### src/rtl/battleship_shot_engine_if.sv
`default_nettype none
// +---------------------------------------------------------------------------+
// | battleship_shot_engine_if : map-load, shot-request and result bundle       |
// | Rev 1.0                                                                    |
// +---------------------------------------------------------------------------+
interface battleship_shot_engine_if #(
    parameter int COORD_W   = 4,
    parameter int NUM_SHIPS = 5,
    parameter int SHIP_W    = 3,
    parameter int BL_W      = 2,
    parameter int HIT_W     = 5
) ();
    logic                 map_we;
    logic [COORD_W-1:0]   map_x;
    logic [COORD_W-1:0]   map_y;
    logic [SHIP_W-1:0]    map_ship;
    logic                 score;
    logic [COORD_W-1:0]   shot_x;
    logic [COORD_W-1:0]   shot_y;
    logic                 big;
    logic                 busy;
    logic                 done;
    logic                 is_hit;
    logic                 is_near_miss;
    logic                 is_miss;
    logic [NUM_SHIPS-1:0] biggest_ship;
    logic [HIT_W-1:0]     num_hits;
    logic [BL_W-1:0]      big_left;
    logic                 wrong;

    modport master (
        output map_we, map_x, map_y, map_ship, score, shot_x, shot_y, big,
        input  busy, done, is_hit, is_near_miss, is_miss, biggest_ship,
               num_hits, big_left, wrong
    );

    modport slave (
        input  map_we, map_x, map_y, map_ship, score, shot_x, shot_y, big,
        output busy, done, is_hit, is_near_miss, is_miss, biggest_ship,
               num_hits, big_left, wrong
    );
endinterface
`default_nettype wire

### src/rtl/battleship_shot_engine.sv
`default_nettype none
// +---------------------------------------------------------------------------+
// | battleship_shot_engine : ship map plus one-cell-per-clock shot scorer      |
// | Rev 1.0                                                                    |
// +---------------------------------------------------------------------------+
module battleship_shot_engine #(
    parameter int GRID      = 10,
    parameter int COORD_W   = 4,
    parameter int NUM_SHIPS = 5,
    parameter int SHIP_W    = 3,
    parameter int BIG_BOMBS = 3,
    parameter int BL_W      = 2,
    parameter int HIT_W     = 5
) (
    input  logic                      clock,
    input  logic                      reset,
    battleship_shot_engine_if.slave   bus
);
    localparam int c_CELLS = GRID * GRID;
    localparam int c_IDX_W = $clog2(c_CELLS);
    localparam logic [COORD_W-1:0]        c_LO_U = COORD_W'(1);
    localparam logic [COORD_W-1:0]        c_HI_U = COORD_W'(GRID);
    localparam logic signed [COORD_W+1:0] c_LO_S = (COORD_W+2)'(1);
    localparam logic signed [COORD_W+1:0] c_HI_S = (COORD_W+2)'(GRID);

    localparam logic [1:0] c_ST_IDLE   = 2'd0;
    localparam logic [1:0] c_ST_CHECK  = 2'd1;
    localparam logic [1:0] c_ST_SCAN   = 2'd2;
    localparam logic [1:0] c_ST_REPORT = 2'd3;

    logic [1:0]          r_state;
    logic                r_score_q;
    logic [COORD_W-1:0]  r_sx, r_sy;
    logic                r_big, r_wrong_n;
    logic signed [2:0]   r_dx, r_dy;
    logic                r_core_hit, r_ring_hit;
    logic [SHIP_W-1:0]   r_max_id;
    logic [3:0]          r_new_cnt;
    logic [SHIP_W-1:0]   r_map [c_CELLS];
    logic [c_CELLS-1:0]  r_struck;

    logic                      w_req, w_map_ok, w_shot_ok;
    logic [c_IDX_W-1:0]        w_map_idx, w_cell_idx;
    logic signed [2:0]         w_rad;
    logic signed [COORD_W+1:0] w_cx, w_cy;
    logic                      w_cell_in, w_corner, w_core, w_last, w_visit;
    logic [SHIP_W-1:0]         w_cell_id;
    logic [HIT_W:0]            w_sum;
    logic [NUM_SHIPS-1:0]      w_onehot;

    assign w_req     = bus.score && !r_score_q && (r_state == c_ST_IDLE);
    assign w_map_ok  = (bus.map_x >= c_LO_U) && (bus.map_x <= c_HI_U) &&
                       (bus.map_y >= c_LO_U) && (bus.map_y <= c_HI_U);
    assign w_map_idx = c_IDX_W'((int'(bus.map_x) - 1) * GRID + (int'(bus.map_y) - 1));
    assign w_shot_ok = (r_sx >= c_LO_U) && (r_sx <= c_HI_U) &&
                       (r_sy >= c_LO_U) && (r_sy <= c_HI_U);
    assign w_rad     = r_big ? 3'sd2 : 3'sd1;

    // Offsets are sign-extended so cells left of / above column 1 fall below c_LO_S.
    assign w_cx = $signed({2'b00, r_sx}) + $signed({{(COORD_W-1){r_dx[2]}}, r_dx});
    assign w_cy = $signed({2'b00, r_sy}) + $signed({{(COORD_W-1){r_dy[2]}}, r_dy});
    assign w_cell_in  = (w_cx >= c_LO_S) && (w_cx <= c_HI_S) &&
                        (w_cy >= c_LO_S) && (w_cy <= c_HI_S);
    assign w_cell_idx = w_cell_in ?
                        c_IDX_W'((int'(w_cx) - 1) * GRID + (int'(w_cy) - 1)) : '0;
    assign w_cell_id  = r_map[w_cell_idx];
    assign w_corner   = ((r_dx == w_rad) || (r_dx == -w_rad)) &&
                        ((r_dy == w_rad) || (r_dy == -w_rad));
    assign w_core     = r_big ? ((r_dx >= -3'sd1) && (r_dx <= 3'sd1) &&
                                 (r_dy >= -3'sd1) && (r_dy <= 3'sd1))
                              : ((r_dx == 3'sd0) && (r_dy == 3'sd0));
    assign w_visit    = w_cell_in && !w_corner;
    assign w_last     = (r_dx == w_rad) && (r_dy == w_rad);
    assign w_sum      = {1'b0, bus.num_hits} + (HIT_W+1)'(r_new_cnt);

    always_comb begin
        w_onehot = '0;
        for (int i = 1; i <= NUM_SHIPS; i++) begin
            if (r_max_id == SHIP_W'(i)) w_onehot[i-1] = 1'b1;
        end
    end

    always_ff @(posedge clock) begin
        if (reset) begin
            r_state          <= c_ST_IDLE;
            r_score_q        <= 1'b0;
            r_sx             <= '0;
            r_sy             <= '0;
            r_big            <= 1'b0;
            r_wrong_n        <= 1'b0;
            r_dx             <= '0;
            r_dy             <= '0;
            r_core_hit       <= 1'b0;
            r_ring_hit       <= 1'b0;
            r_max_id         <= '0;
            r_new_cnt        <= '0;
            r_struck         <= '0;
            for (int i = 0; i < c_CELLS; i++) r_map[i] <= '0;
            bus.busy         <= 1'b0;
            bus.done         <= 1'b0;
            bus.is_hit       <= 1'b0;
            bus.is_near_miss <= 1'b0;
            bus.is_miss      <= 1'b0;
            bus.biggest_ship <= '0;
            bus.num_hits     <= '0;
            bus.big_left     <= BL_W'(BIG_BOMBS);
            bus.wrong        <= 1'b0;
        end else begin
            r_score_q <= bus.score;
            bus.done  <= 1'b0;
            case (r_state)
                c_ST_IDLE: begin
                    if (bus.map_we && w_map_ok) begin
                        r_map[w_map_idx]    <= bus.map_ship;
                        r_struck[w_map_idx] <= 1'b0;
                    end
                    if (w_req) begin
                        r_sx     <= bus.shot_x;
                        r_sy     <= bus.shot_y;
                        r_big    <= bus.big;
                        bus.busy <= 1'b1;
                        r_state  <= c_ST_CHECK;
                    end
                end
                c_ST_CHECK: begin
                    if (!w_shot_ok || (r_big && (bus.big_left == '0))) begin
                        r_wrong_n <= 1'b1;
                        r_state   <= c_ST_REPORT;
                    end else begin
                        r_wrong_n  <= 1'b0;
                        r_dx       <= -w_rad;
                        r_dy       <= -w_rad;
                        r_core_hit <= 1'b0;
                        r_ring_hit <= 1'b0;
                        r_max_id   <= '0;
                        r_new_cnt  <= '0;
                        if (r_big) bus.big_left <= bus.big_left - 1'b1;
                        r_state    <= c_ST_SCAN;
                    end
                end
                c_ST_SCAN: begin
                    if (w_visit && (w_cell_id != '0)) begin
                        if (w_core) begin
                            r_core_hit <= 1'b1;
                            if (w_cell_id > r_max_id) r_max_id <= w_cell_id;
                            if (!r_struck[w_cell_idx]) begin
                                r_struck[w_cell_idx] <= 1'b1;
                                r_new_cnt            <= r_new_cnt + 4'd1;
                            end
                        end else begin
                            r_ring_hit <= 1'b1;
                        end
                    end
                    if (r_dx == w_rad) begin
                        r_dx <= -w_rad;
                        r_dy <= r_dy + 3'sd1;
                    end else begin
                        r_dx <= r_dx + 3'sd1;
                    end
                    if (w_last) r_state <= c_ST_REPORT;
                end
                c_ST_REPORT: begin
                    bus.done <= 1'b1;
                    bus.busy <= 1'b0;
                    r_state  <= c_ST_IDLE;
                    if (r_wrong_n) begin
                        bus.wrong        <= 1'b1;
                        bus.is_hit       <= 1'b0;
                        bus.is_near_miss <= 1'b0;
                        bus.is_miss      <= 1'b0;
                        bus.biggest_ship <= '0;
                    end else begin
                        bus.wrong        <= 1'b0;
                        bus.is_hit       <= r_core_hit;
                        bus.is_near_miss <= !r_core_hit && r_ring_hit;
                        bus.is_miss      <= !r_core_hit && !r_ring_hit;
                        bus.biggest_ship <= w_onehot;
                        bus.num_hits     <= w_sum[HIT_W] ? '1 : w_sum[HIT_W-1:0];
                    end
                end
                default: r_state <= c_ST_IDLE;
            endcase
        end
    end
endmodule
`default_nettype wire

### src/flat_wrapper.sv
// flat-port wrapper written by rule: the top's interface ports become plain ports
module battleship_shot_engine_flat 
#(
    parameter int GRID      = 10,
    parameter int COORD_W   = 4,
    parameter int NUM_SHIPS = 5,
    parameter int SHIP_W    = 3,
    parameter int BIG_BOMBS = 3,
    parameter int BL_W      = 2,
    parameter int HIT_W     = 5
)
  (clock, reset, bus_map_we, bus_map_x, bus_map_y, bus_map_ship, bus_score, bus_shot_x, bus_shot_y, bus_big, bus_busy, bus_done, bus_is_hit, bus_is_near_miss, bus_is_miss, bus_biggest_ship, bus_num_hits, bus_big_left, bus_wrong);
  battleship_shot_engine_if #(.COORD_W(COORD_W), .NUM_SHIPS(NUM_SHIPS), .SHIP_W(SHIP_W), .BL_W(BL_W), .HIT_W(HIT_W)) bus_i ();
  input  logic clock;
  input  logic reset;
  input wire logic [$bits(bus_i.map_we)-1:0] bus_map_we;
  input wire logic [$bits(bus_i.map_x)-1:0] bus_map_x;
  input wire logic [$bits(bus_i.map_y)-1:0] bus_map_y;
  input wire logic [$bits(bus_i.map_ship)-1:0] bus_map_ship;
  input wire logic [$bits(bus_i.score)-1:0] bus_score;
  input wire logic [$bits(bus_i.shot_x)-1:0] bus_shot_x;
  input wire logic [$bits(bus_i.shot_y)-1:0] bus_shot_y;
  input wire logic [$bits(bus_i.big)-1:0] bus_big;
  output wire logic [$bits(bus_i.busy)-1:0] bus_busy;
  output wire logic [$bits(bus_i.done)-1:0] bus_done;
  output wire logic [$bits(bus_i.is_hit)-1:0] bus_is_hit;
  output wire logic [$bits(bus_i.is_near_miss)-1:0] bus_is_near_miss;
  output wire logic [$bits(bus_i.is_miss)-1:0] bus_is_miss;
  output wire logic [$bits(bus_i.biggest_ship)-1:0] bus_biggest_ship;
  output wire logic [$bits(bus_i.num_hits)-1:0] bus_num_hits;
  output wire logic [$bits(bus_i.big_left)-1:0] bus_big_left;
  output wire logic [$bits(bus_i.wrong)-1:0] bus_wrong;
  assign bus_i.map_we = bus_map_we;
  assign bus_i.map_x = bus_map_x;
  assign bus_i.map_y = bus_map_y;
  assign bus_i.map_ship = bus_map_ship;
  assign bus_i.score = bus_score;
  assign bus_i.shot_x = bus_shot_x;
  assign bus_i.shot_y = bus_shot_y;
  assign bus_i.big = bus_big;
  assign bus_busy = bus_i.busy;
  assign bus_done = bus_i.done;
  assign bus_is_hit = bus_i.is_hit;
  assign bus_is_near_miss = bus_i.is_near_miss;
  assign bus_is_miss = bus_i.is_miss;
  assign bus_biggest_ship = bus_i.biggest_ship;
  assign bus_num_hits = bus_i.num_hits;
  assign bus_big_left = bus_i.big_left;
  assign bus_wrong = bus_i.wrong;
  battleship_shot_engine #(.GRID(GRID), .COORD_W(COORD_W), .NUM_SHIPS(NUM_SHIPS), .SHIP_W(SHIP_W), .BIG_BOMBS(BIG_BOMBS), .BL_W(BL_W), .HIT_W(HIT_W)) u_core (.clock(clock), .reset(reset), .bus(bus_i));
endmodule
### config.mk
export PLATFORM = sky130hd
export DESIGN_NAME = battleship_shot_engine_flat
export DESIGN_NICKNAME = d
export VERILOG_FILES = /design/src/rtl/battleship_shot_engine_if.sv /design/src/rtl/battleship_shot_engine.sv /design/src/flat_wrapper.sv
export SDC_FILE = /design/constraint.sdc
export NUM_CORES = 1
export LEC_CHECK = 0
export ABC_AREA = 1
export BUFFER_PORTS_ARGS = -buffer_cell sky130_fd_sc_hd__buf_4
export CAP_MARGIN = 20
export CORE_MARGIN = 3
export CORE_UTILIZATION = 60
export CTS_BUF_LIST = sky130_fd_sc_hd__clkbuf_2
export DETAILED_ROUTE_END_ITERATION = 7
export HOLD_SLACK_MARGIN = 0.06
export PLACE_DENSITY = 0.74
export SYNTH_ARGS = -nofsm -noshare
export SYNTH_HDL_FRONTEND = slang
export SYNTH_SLANG_ARGS = --single-unit
export TNS_END_PERCENT = 50
### constraint.sdc
create_clock -name clock -period 6.3 [get_ports clock]
set_input_delay 0.315 -clock clock [delete_from_list [all_inputs] [get_ports clock]]
set_output_delay 0.315 -clock clock [all_outputs]
set_load 0.02 [all_outputs]
==> metrics.md <==
| Metric | Value |
|---|---|
| Fin nets | 4,179 |
| Post-Syn Area per Cell | 7.447 um^2 |
| Min-Delay Path Class | input pin to register |
| RSZ-0062 raised after global routing | no |
| Layout cell share with drive strength beyond 1 | 0.09058 |
| Slew headroom | 0.2521 |
| DRT iter0 DRCs | 3,358 |
| Cell area after synthesis | 29,990 um^2 |
| Critical path type | register to register |
| Setup violators final | 0 |
| Most used cell, CP | inv_1 |
| Final Cycle Share | 0.9563 |
| Post-synthesis mux area share | 0 |
| DIE WIDTH | 229.6 um |
| Dpl hpwl | 51,870 um |
| Post-Synth Adder-Cell Area | 0.03012 |
| Largest net degree at the start of global routing | 112 |
| Register-to-register setup slack | 0.28 ns |
| Actual slew at the worst max-slew pin | 1.122 ns |
| Post-synth ARST share | 0 |
| Sequential element share of the synthesized area | 0.4820 |
| Clk_lat worst skew | 1.39 ns |
| Reg2Reg Depth | 23 |
| Prevailing post-synth register cell | edfxtp_1 |
| Initial cell density of the core | 0.6101 |
| Gate Count Post-Synth | 4,027 |
| Syn nets | 4,119 |
| Max IR drop VDD | 0.0006700 V |
| Drt pass-1 iters | 7 |
| Clk sink count | 530 |
| Port bufs | 41 |
| Static leakage | 14.56 nW |
| WP data arrival | 7.29 ns |
| CTS tree | built |
| Core box area | 49,150 um^2 |
| Gr usage total | 0.3234 |
| Via Count | 27.42k |
| Simple-gate share of the synthesized area | 0.2866 |
| CTS max path bufs | 3 |
| # Max-Cap Violations | 0 |
| Worst hold margin | 0.1517 ns |
| H-tree levels | 4 |
| RePlAce Congestion | 0.9184 |
| Drt drc | 0 |
| Setup crit end kind | register |
| WP depth | 23 |
| Max FO, Critical Path | 22 |
| Clk slew on worst S/H paths | 0.10 ns |
| WP buf/inv | 7 |
| CP Cell Sequence | ha_1 -> fa_1 -> inv_1 -> ha_1 -> inv_1 -> ha_1 -> inv_1 -> fa_1 -> inv_1 -> nor2_4 -> nand2_1 -> nor2_2 -> inv_1 -> o22ai_1 -> nor2_1 -> a21oi_1 -> o21ai_1 -> a22oi_2 -> nand2_4 -> inv_4 -> buf_12 -> nand2_1 -> a21oi_1 |
| Largest family of logic cells by synthesized area | simple AND/OR/NAND/NOR gates |
| Slew Viols, Final | 0 |
| Delay-heaviest family, CP | adder cells |
| Status | completed |
| Tmin final | 6.025 ns |
| Tot Pwr | 17.79 mW |
| Fin. Hold Viols | 0 |
| Maximum clock rate | 0.1660 GHz |
| FF+latch count, synth | 530 |
| TritonCTS Buffers | 144 |
| Final setup margin | 0.2754 ns |
| Commonest non-fill, non-tap cell in the layout | nand2_1 |
| EDFF count, synth | 384 |
| Compound-Gate Fraction of Synth Area | 0.1057 |
| Row cnt | 81 |
| Slowest cell on crit path | fa_1 |
| Utilization after layout | 0.6618 |
| Slowest stage delay, CP | 0.62 ns |
| Die Ht | 229.6 um |
| Die area | 52,700 um^2 |
| # IOs | 42 |
| Hold path depth | 9 |
| Total global routing overflow | 0 |
| Setup TNS | 0 ns |
| Antenna violations before repair | 2 |
| Final WL | 85,530 um |
| Data required time of the worst path | 7.56 ns |
| DR WL/cell | 17.62 um |
| Synth-to-Final Area Change | 8.470% |
| Startpoint types | register |
| Layout Skew | 0.07543 ns |
| Final ANT Viol Nets | 0 |
| First-pass GRT wire length | 134,800 um |
| Vias per Instance | 5.647 |
| Pwr Density | 547.0 nW/um^2 |
| Yosys warning total | 0 |
| Yosys cell types | 50 |
| Vias in the first global route | 25.50k |
| Root Buffer | clkbuf_2 |
| Placement Setup Slack | 0.04245 ns |
| Commonest non-fill, non-tap cells in the layout | nand2_1, nor2_1, inv_1, edfxtp_1, o21ai_0 |
| Synth Area in XOR/XNOR | 0.007009 |
-- cells in the mapped netlist (2+ instances only) --
master    instances  area share
nand2_1        1409        0.18
nor2_1          488       0.061
inv_1           407       0.051
edfxtp_1        384        0.38
o21ai_0         295       0.049
a21oi_1         163       0.027
dfxtp_1         146       0.097
clkbuf_1        142       0.018
nand3_1         122       0.020
nand4_1          93       0.019
buf_2            65       0.011
ha_1             61       0.025
o21ai_1          55      0.0092
nor3_1           20      0.0033
o22ai_1          17      0.0035
buf_1            15      0.0019
a32oi_1          13      0.0038
xnor2_1          12      0.0035
xor2_1           12      0.0035
inv_2            11      0.0014
buf_4            10      0.0025
a211oi_1          8      0.0020
a31oi_1           8      0.0017
buf_6             8      0.0030
fa_1              7      0.0047
o32ai_1           7      0.0020
o211ai_1          6      0.0015
o31ai_1           6      0.0015
nor2_2            5      0.0010
a221oi_1          3     0.00088
nand2_2           3     0.00063
nand3b_1          3     0.00075
a32o_1            2     0.00067
clkinv_1          2     0.00025
nor2_4            2     0.00075
o221ai_1          2     0.00058
or2_0             2     0.00042
-- registers in the layout (all words and copies together) (netlist names), 2 cells and up --
signal / count
u_core.r_map: 384
u_core.r_struck: 100
u_core.r_state: 2
u_core.bus.big_left: 2
u_core.r_max_id: 3
u_core.r_dy: 3
u_core.r_dx: 3
u_core.bus.num_hits: 5
u_core.r_sy: 4
u_core.r_sx: 4
u_core.bus.biggest_ship: 5
u_core.r_new_cnt: 4
-- worst paths after layout --
kind | startpoint | end
setup / recovery | u_core.r_dx[0] | u_core.r_struck[86]
hold / removal | bus_map_y[1] | u_core.r_struck[97]
setup reg to reg | u_core.r_dx[0] | u_core.r_struck[86]
hold reg to reg | u_core.r_struck[71] | u_core.r_struck[71]
-- worst min-delay path, cell delays in order --
cell and delay [ns]:
buf_4 0.09, inv_1 0.07, ha_1 0.28, inv_1 0.05
ha_1 0.20, nor3_1 0.15, nand3_1 0.11, a32oi_1 0.06
a21oi_1 0.13
-- layer usage --
layer / up-vias / GRT usage / share of wire
li1: 13240 / - / -
met1: 12410 / 0.4321 / 0.40
met2: 1518 / 0.5144 / 0.45
met3: 248 / 0.06393 / 0.11
met4: 0 / 0.1427 / 0.035
met5: - / 0 / 0
-- final cells by class --
class | count | area (um^2)
fill | 4371 | 16620
antenna | 7 | 17.52
inverter | 420 | 1588
timing repair buffer | 154 | 1436
clock buffer | 210 | 1051
multi-input combinational | 2837 | 12940
sequential | 530 | 14460
clock inverter | 33 | 214.0
tap | 664 | 830.8
-- cell families (layout without fill, tap and decap cells) --
| logic type | after synthesis | after routing |
|---|---|---|
| fa+ha+maj | 68 | 68 |
| compound gates | 591 | 591 |
| flops | 530 | 530 |
| xor+xnor | 24 | 24 |
| simple gates | 2154 | 2154 |
| other cells | 0 | 7 |
| buf+inv | 660 | 817 |
-- power breakdown --
group          switching (mW)  total [mW]  internal (mW)
Sequential              0.108        3.99           3.88
Combinational            8.07        11.3           3.26
Clock                    1.47        2.48           1.01
-- timing repair --
item,in CTS,in global routing
endpoints found under the setup margin,3,108
hold buffers,40,0
hold endpoints to repair,304,0
buffers inserted,0,0
resized for setup,1,21
pin swaps,0,1
gates cloned,0,0
-- metrics by stage --
stage          instances  cell area, um^2
4_1_cts             4848            32440
3_3_place_gp        4565            30760
3_5_place_dp        4565            30760
6_report            4855            32530
5_1_grt             4851            32520
2_1_floorplan       4027            29990
Note: power is estimated with default switching activity, not from simulation.
